**src/rtl/controlador_contador_t.sv**
```systemverilog
// Sequencer for a WIDTH-bit ripple counter built from negedge-toggling T stages.
// Clears/presets the bank, pulses it up to a target and checks every step.
module controlador_contador_t #(
    parameter int WIDTH         = 4,
    parameter int PULSE_LOW     = 1,
    parameter int PULSE_HIGH    = 1,
    parameter int SETTLE_CYCLES = 4
) (
    input  logic             clk,
    input  logic             reset,
    input  logic             start,
    input  logic             abort,
    input  logic             load,
    input  logic [WIDTH-1:0] load_val,
    input  logic [WIDTH-1:0] target,
    input  logic [WIDTH-1:0] cnt_q,
    output logic             ff_clk,
    output logic             ff_reset,
    output logic [WIDTH-1:0] ff_preset,
    output logic             busy,
    output logic             done,
    output logic             error,
    output logic [WIDTH-1:0] cur_count
);

    localparam int PULSE_MAX = (PULSE_LOW > PULSE_HIGH) ? PULSE_LOW : PULSE_HIGH;
    localparam int MAX_LEN   = (PULSE_MAX > SETTLE_CYCLES) ? PULSE_MAX : SETTLE_CYCLES;
    localparam int TW        = (MAX_LEN > 2) ? $clog2(MAX_LEN) : 1;

    localparam logic [TW-1:0] SETTLE_LEN = TW'(SETTLE_CYCLES - 1);
    localparam logic [TW-1:0] LO_LEN     = TW'(PULSE_LOW - 1);
    localparam logic [TW-1:0] HI_LEN     = TW'(PULSE_HIGH - 1);

    typedef enum logic [3:0] {
        IDLE,
        CLEAR,
        LOAD,
        SETTLE,
        CHECK,
        PULSE_LO,
        PULSE_HI,
        DONE,
        ERROR
    } state_e;

    state_e            state_q, state_d;
    logic [TW-1:0]     timer_q, timer_d;
    logic [WIDTH-1:0]  cur_count_q, cur_count_d;
    logic [WIDTH-1:0]  target_q, target_d;
    logic [WIDTH-1:0]  load_val_q, load_val_d;
    logic              load_q, load_d;
    logic [WIDTH-1:0]  sync1_q, sync2_q;

    logic              ff_clk_q, ff_clk_d;
    logic              ff_reset_q, ff_reset_d;
    logic [WIDTH-1:0]  ff_preset_q, ff_preset_d;
    logic              busy_q, busy_d;
    logic              done_q, done_d;
    logic              error_q, error_d;

    // State register, synchroniser and registered outputs.
    always_ff @(posedge clk) begin
        // NOTE: non-blocking assignments so every register samples pre-edge values.
        if (reset) begin
            state_q     <= IDLE;
            timer_q     <= '0;
            cur_count_q <= '0;
            target_q    <= '0;
            load_val_q  <= '0;
            load_q      <= 1'b0;
            sync1_q     <= '0;
            sync2_q     <= '0;
            ff_clk_q    <= 1'b1;
            ff_reset_q  <= 1'b0;
            ff_preset_q <= '0;
            busy_q      <= 1'b0;
            done_q      <= 1'b0;
            error_q     <= 1'b0;
        end else begin
            state_q     <= state_d;
            timer_q     <= timer_d;
            cur_count_q <= cur_count_d;
            target_q    <= target_d;
            load_val_q  <= load_val_d;
            load_q      <= load_d;
            sync1_q     <= cnt_q;
            sync2_q     <= sync1_q;
            ff_clk_q    <= ff_clk_d;
            ff_reset_q  <= ff_reset_d;
            ff_preset_q <= ff_preset_d;
            busy_q      <= busy_d;
            done_q      <= done_d;
            error_q     <= error_d;
        end
    end

    // Next-state logic; abort pre-empts every busy state.
    always_comb begin
        // NOTE: every _d gets its hold value first so no path is left unassigned (no latches).
        state_d     = state_q;
        timer_d     = timer_q;
        cur_count_d = cur_count_q;
        target_d    = target_q;
        load_val_d  = load_val_q;
        load_d      = load_q;

        if (abort && state_q != IDLE) begin
            state_d = IDLE;
        end else begin
            case (state_q)
                IDLE: begin
                    if (start) begin
                        target_d   = target;
                        load_val_d = load_val;
                        load_d     = load;
                        state_d    = CLEAR;
                    end
                end
                CLEAR: begin
                    cur_count_d = '0;
                    if (load_q) begin
                        state_d = LOAD;
                    end else begin
                        state_d = SETTLE;
                        timer_d = SETTLE_LEN;
                    end
                end
                LOAD: begin
                    cur_count_d = load_val_q;
                    state_d     = SETTLE;
                    timer_d     = SETTLE_LEN;
                end
                SETTLE: begin
                    if (timer_q == '0) state_d = CHECK;
                    else               timer_d = timer_q - 1'b1;
                end
                CHECK: begin
                    if (sync2_q != cur_count_q) begin
                        state_d = ERROR;
                    end else if (cur_count_q == target_q) begin
                        state_d = DONE;
                    end else begin
                        // The falling edge on entry is the toggle, so the shadow advances here.
                        state_d     = PULSE_LO;
                        timer_d     = LO_LEN;
                        cur_count_d = cur_count_q + WIDTH'(1);
                    end
                end
                PULSE_LO: begin
                    if (timer_q == '0) begin
                        state_d = PULSE_HI;
                        timer_d = HI_LEN;
                    end else begin
                        timer_d = timer_q - 1'b1;
                    end
                end
                PULSE_HI: begin
                    if (timer_q == '0) begin
                        state_d = SETTLE;
                        timer_d = SETTLE_LEN;
                    end else begin
                        timer_d = timer_q - 1'b1;
                    end
                end
                DONE:    state_d = IDLE;
                ERROR:   state_d = IDLE;
                default: state_d = IDLE;
            endcase
        end
    end

    // Output logic: decoded from the next state so the registered outputs line up with it.
    always_comb begin
        ff_clk_d    = (state_d != PULSE_LO);
        ff_reset_d  = (state_d == CLEAR);
        ff_preset_d = (state_d == LOAD) ? load_val_d : '0;
        busy_d      = (state_d != IDLE);
        done_d      = (state_d == DONE);
        error_d     = error_q;
        if (state_q == IDLE && start) begin
            error_d = 1'b0;
        end else if (state_q == ERROR && !abort) begin
            error_d = 1'b1;
        end
    end

    assign ff_clk    = ff_clk_q;
    assign ff_reset  = ff_reset_q;
    assign ff_preset = ff_preset_q;
    assign busy      = busy_q;
    assign done      = done_q;
    assign error     = error_q;
    assign cur_count = cur_count_q;

endmodule

```
**config.mk**
```make
export PLATFORM = sky130hd
export DESIGN_NAME = controlador_contador_t
export DESIGN_NICKNAME = d
export VERILOG_FILES = /design/src/rtl/controlador_contador_t.sv
export SDC_FILE = /design/constraint.sdc
export NUM_CORES = 1
export LEC_CHECK = 0
export ABC_AREA = 0
export BUFFER_PORTS_ARGS = -buffer_cell sky130_fd_sc_hd__buf_2
export CORE_UTILIZATION = 59
export CTS_CLUSTER_DIAMETER = 40
export CTS_CLUSTER_SIZE = 12
export DETAILED_ROUTE_END_ITERATION = 7
export PLACE_DENSITY = 0.91
export SLEW_MARGIN = 20
export SYNTH_ARGS = -nofsm -noshare
export SYNTH_HDL_FRONTEND = slang
export SYNTH_SLANG_ARGS = --single-unit
```
**constraint.sdc**
```tcl
create_clock -name clk -period 3.4 [get_ports clk]
set_input_delay 0.51 -clock clk [delete_from_list [all_inputs] [get_ports clk]]
set_output_delay 0.51 -clock clk [all_outputs]
set_load 0.02 [all_outputs]
```
==> run_results.csv <==
group,metric,value,unit
yosys,ys_types,50,
cells_and_area,num-nets-final,238,
yosys,netlist_instances,192,
setup_path,crit_family,"compound AO/OA/AOI/OAI gates",
grt,grt_pass1_wl,5.65,mm
clocking,hold_buffers,0,
placed_design,dpl-instance-area,0.00186,mm^2
setup_path,critPathBufInv,1,
setup_path,cpPeakStageDelay,0.38,ns
route,wl,3.41,mm
placed_design,hpwlAfterDp,2.55,mm
route,first_pass_iters,4,
hold_path,hp-class,"input port to flop",
timing,rsz0062_at_grt,"false",
route,vias_per_cell,5.71,
floorplanning,initial_core_util,62.4,%
placed_design,port_buffers,29,
setup_path,start_kind,"flop",
power,power_density,568,mW/mm^2
grt,grt_pass1_vias,1275,
yosys,yosysSeqAreaShare,41.5,%
yosys,syn_area,0.00174,mm^2
setup_path,crit_chain,"inv_1, ha_1, o21ai_1, a32o_2, a2111oi_4, nand4_2, nor2_1",
grt,gr-usage-all-layers,23.4,%
setup_path,end_kind,"flop",
clocking,cts_buffers,5,
yosys,ys_dominant_reg_cell,"dfxtp_1",
outcome,status,"finished, final reports clean",
grt,antenna_found_initial,0,
yosys,ys_async_sr_fraction,0,%
setup_path,r2r_slack,1.39,ns
clocking,post-cts-setup-buffers,0,
route,wl_per_cell,13.7,um
setup_path,startpoint,"timer_q[0]",
setup_path,r2r_start,"timer_q[0]",
setup_path,r2r_end,"ff_preset[0]",
timing,fin_crit_sh,59.2,%
route,num_vias,1421,
timing,layout_min_cycle_time,2.01,ns
yosys,syn_area_per_cell,9.04,um^2
timing,drv_slew,0,
yosys,syn_nets,213,
power,power.total,1.09,mW
placed_design,gp_congestion,0.949,
cells_and_area,nFillCells,240,
floorplanning,die_h,56.2,um
clocking,path_clk_slew,0.11,ns
setup_path,cp.arrival,2.28,ns
cells_and_area,layout_commonest_cell,"dfxtp_1",
grt,overflow,0,
clocking,cts.sinks,36,
yosys,synth-seq-cells,36,
power,p_leak,0.840,nW
timing,clock_skew,0.0122,ns
route,drt_iter0_markers,37,
setup_path,reg2reg_depth,7,
timing,relSlewSlack,61.7,%
timing,hold_slack,0.385,ns
cells_and_area,final_cell_mix,"dfxtp_1, buf_2, nand2_1, nor2_1, nor2b_1",
yosys,synth_edf_count,0,
cells_and_area,antenna_cells,0,
timing,worst_slew_pin_slew,0.573,ns
grt,grt_max_degree,25,
cells_and_area,fin_cells,249,
floorplanning,io-pin-count,30,
timing,timing.fmax,497,MHz
setup_path,path_depth,7,
yosys,yosysTopAreaCell,"dfxtp_1",
clocking,insertion_delay,0.33,ns
route,postRouteAntennaNets,0,
power,ir_drop,0.565,mV
clocking,cts-resized-gates,0,
timing,final.setup.tns,0,ns
route,drc,0,
floorplanning,chipWidth,56.2,um
floorplanning,rows,19,
timing,hold_violations,0,
placed_design,dp.cells,241,
clocking,tritoncts,"built",
clocking,clk_path_buf_depth,2,
setup_path,worstPathMaxFanout,9,
clocking,h-tree-depth,2,
setup_path,endpoint,"ff_preset[0]",
setup_path,critPathSlowestCell,"a2111oi_4",
yosys,synth.area.top_cells,"dfxtp_1, nor2b_1, mux2i_1, nand2_1, xnor2_1",
timing,setup_viol,0,
setup_path,required,3.67,ns
clocking,root_buffer,"clkbuf_4",
floorplanning,dieArea,0.00316,mm^2
cells_and_area,area_delta_synth_final,10.6,%
setup_path,worstSetupPathType,"flop to flop",
cells_and_area,drive_gt1_share,20.6,%
floorplanning,fp.coreArea,0.00278,mm^2
job,cap_violations,0,
yosys,yosysWarnings,0,
cells_and_area,final_area,0.00192,mm^2
yosys,synth_top_area_share,41.5,%
-- report_power, final --
part	leakage, nW	internal (mW)	total, mW	switching, mW
Sequential	0.295	0.468	0.520	0.0518
Clock	0.0349	0.0793	0.217	0.138
Combinational	0.511	0.148	0.353	0.205
Total	0.840	0.695	1.09	0.394
-- flip-flops by register name, indices dropped and copies added (netlist names), 2 cells and up --
signal / count
sync1_q: 4
sync2_q: 4
state_q: 4
target_q: 4
cur_count: 4
load_val_q: 4
timer_q: 2
ff_preset: 4
-- routing by layer --
layer	vias to the layer above	wire length [um]	share of wire (%)	global-route usage (%)
met5	-	0	0	0
met2	42	1710	50	40.6
met1	664	1490	44	26.9
li1	710	-	-	-
met3	5	179	5.2	7.91
met4	0	29	0.85	7.67
-- Yosys cell counts, types with 2 or more instances --
cell type / count
a21o_1: 3
a21oi_1: 12
a22o_1: 2
and2_1: 3
buf_2: 6
clkbuf_1: 3
dfxtp_1: 36
ha_1: 4
inv_1: 8
mux2i_1: 8
nand2_1: 21
nand2b_1: 2
nand3_1: 4
nand4_1: 2
nor2_1: 14
nor2b_1: 13
nor3_1: 7
o32ai_1: 3
or3_1: 2
xnor2_1: 8
xor2_1: 2
-- how the worst min path moves through the flow --
| stage | from | end | slack [ns] | cells past startpoint |
|---|---|---|---|---|
| 2_1_floorplan | sync1_q[0] | sync2_q[0] | 0.41 | 1 |
| 3_3_place_gp | sync1_q[2] | sync2_q[2] | 0.42 | 1 |
| 3_5_place_dp | sync1_q[0] | sync2_q[0] | 0.43 | 1 |
| 4_1_cts | cnt_q[3] | sync1_q[3] | 0.38 | 2 |
| 5_1_grt | cnt_q[1] | sync1_q[1] | 0.37 | 2 |
| 6_report | cnt_q[1] | sync1_q[1] | 0.39 | 2 |
-- cells by family (layout without fill, tap and decap cells) --
kind of cell,count (synthesis),in the layout,share of synthesized area [%]
DFF,36,36,41.5
and+or+nand+nor,77,77,23.4
muxes,9,9,5.26
AOI/OAI and AO/OA,37,37,16.9
xor gates and xnor gates,10,10,5.05
buffers and inverters,19,45,4.97
adders and majority gates,4,4,2.88
-- per-stage QoR --
| stage | worst slack [ns] | util, % |
|---|---|---|
| floorplan | 1.65 | - |
| global placement | 1.53 | 67.0 |
| detailed placement | 1.45 | 67.0 |
| CTS | 1.43 | 69.0 |
| global route | 1.23 | 69.0 |
| finish | 1.39 | 69.0 |
-- final cells by class --
class	count	area, um^2	share of cell area [%]
Timing Repair Buffer	29	145	7.56
Tap cell	31	38.8	2.02
Clock inverter	3	18.8	0.978
Inverter	8	30.0	1.56
Clock buffer	5	37.5	1.96
Multi-Input combinational cell	137	928	48.4
Sequential cell	36	721	37.5
(Power assumes the default switching activity.)
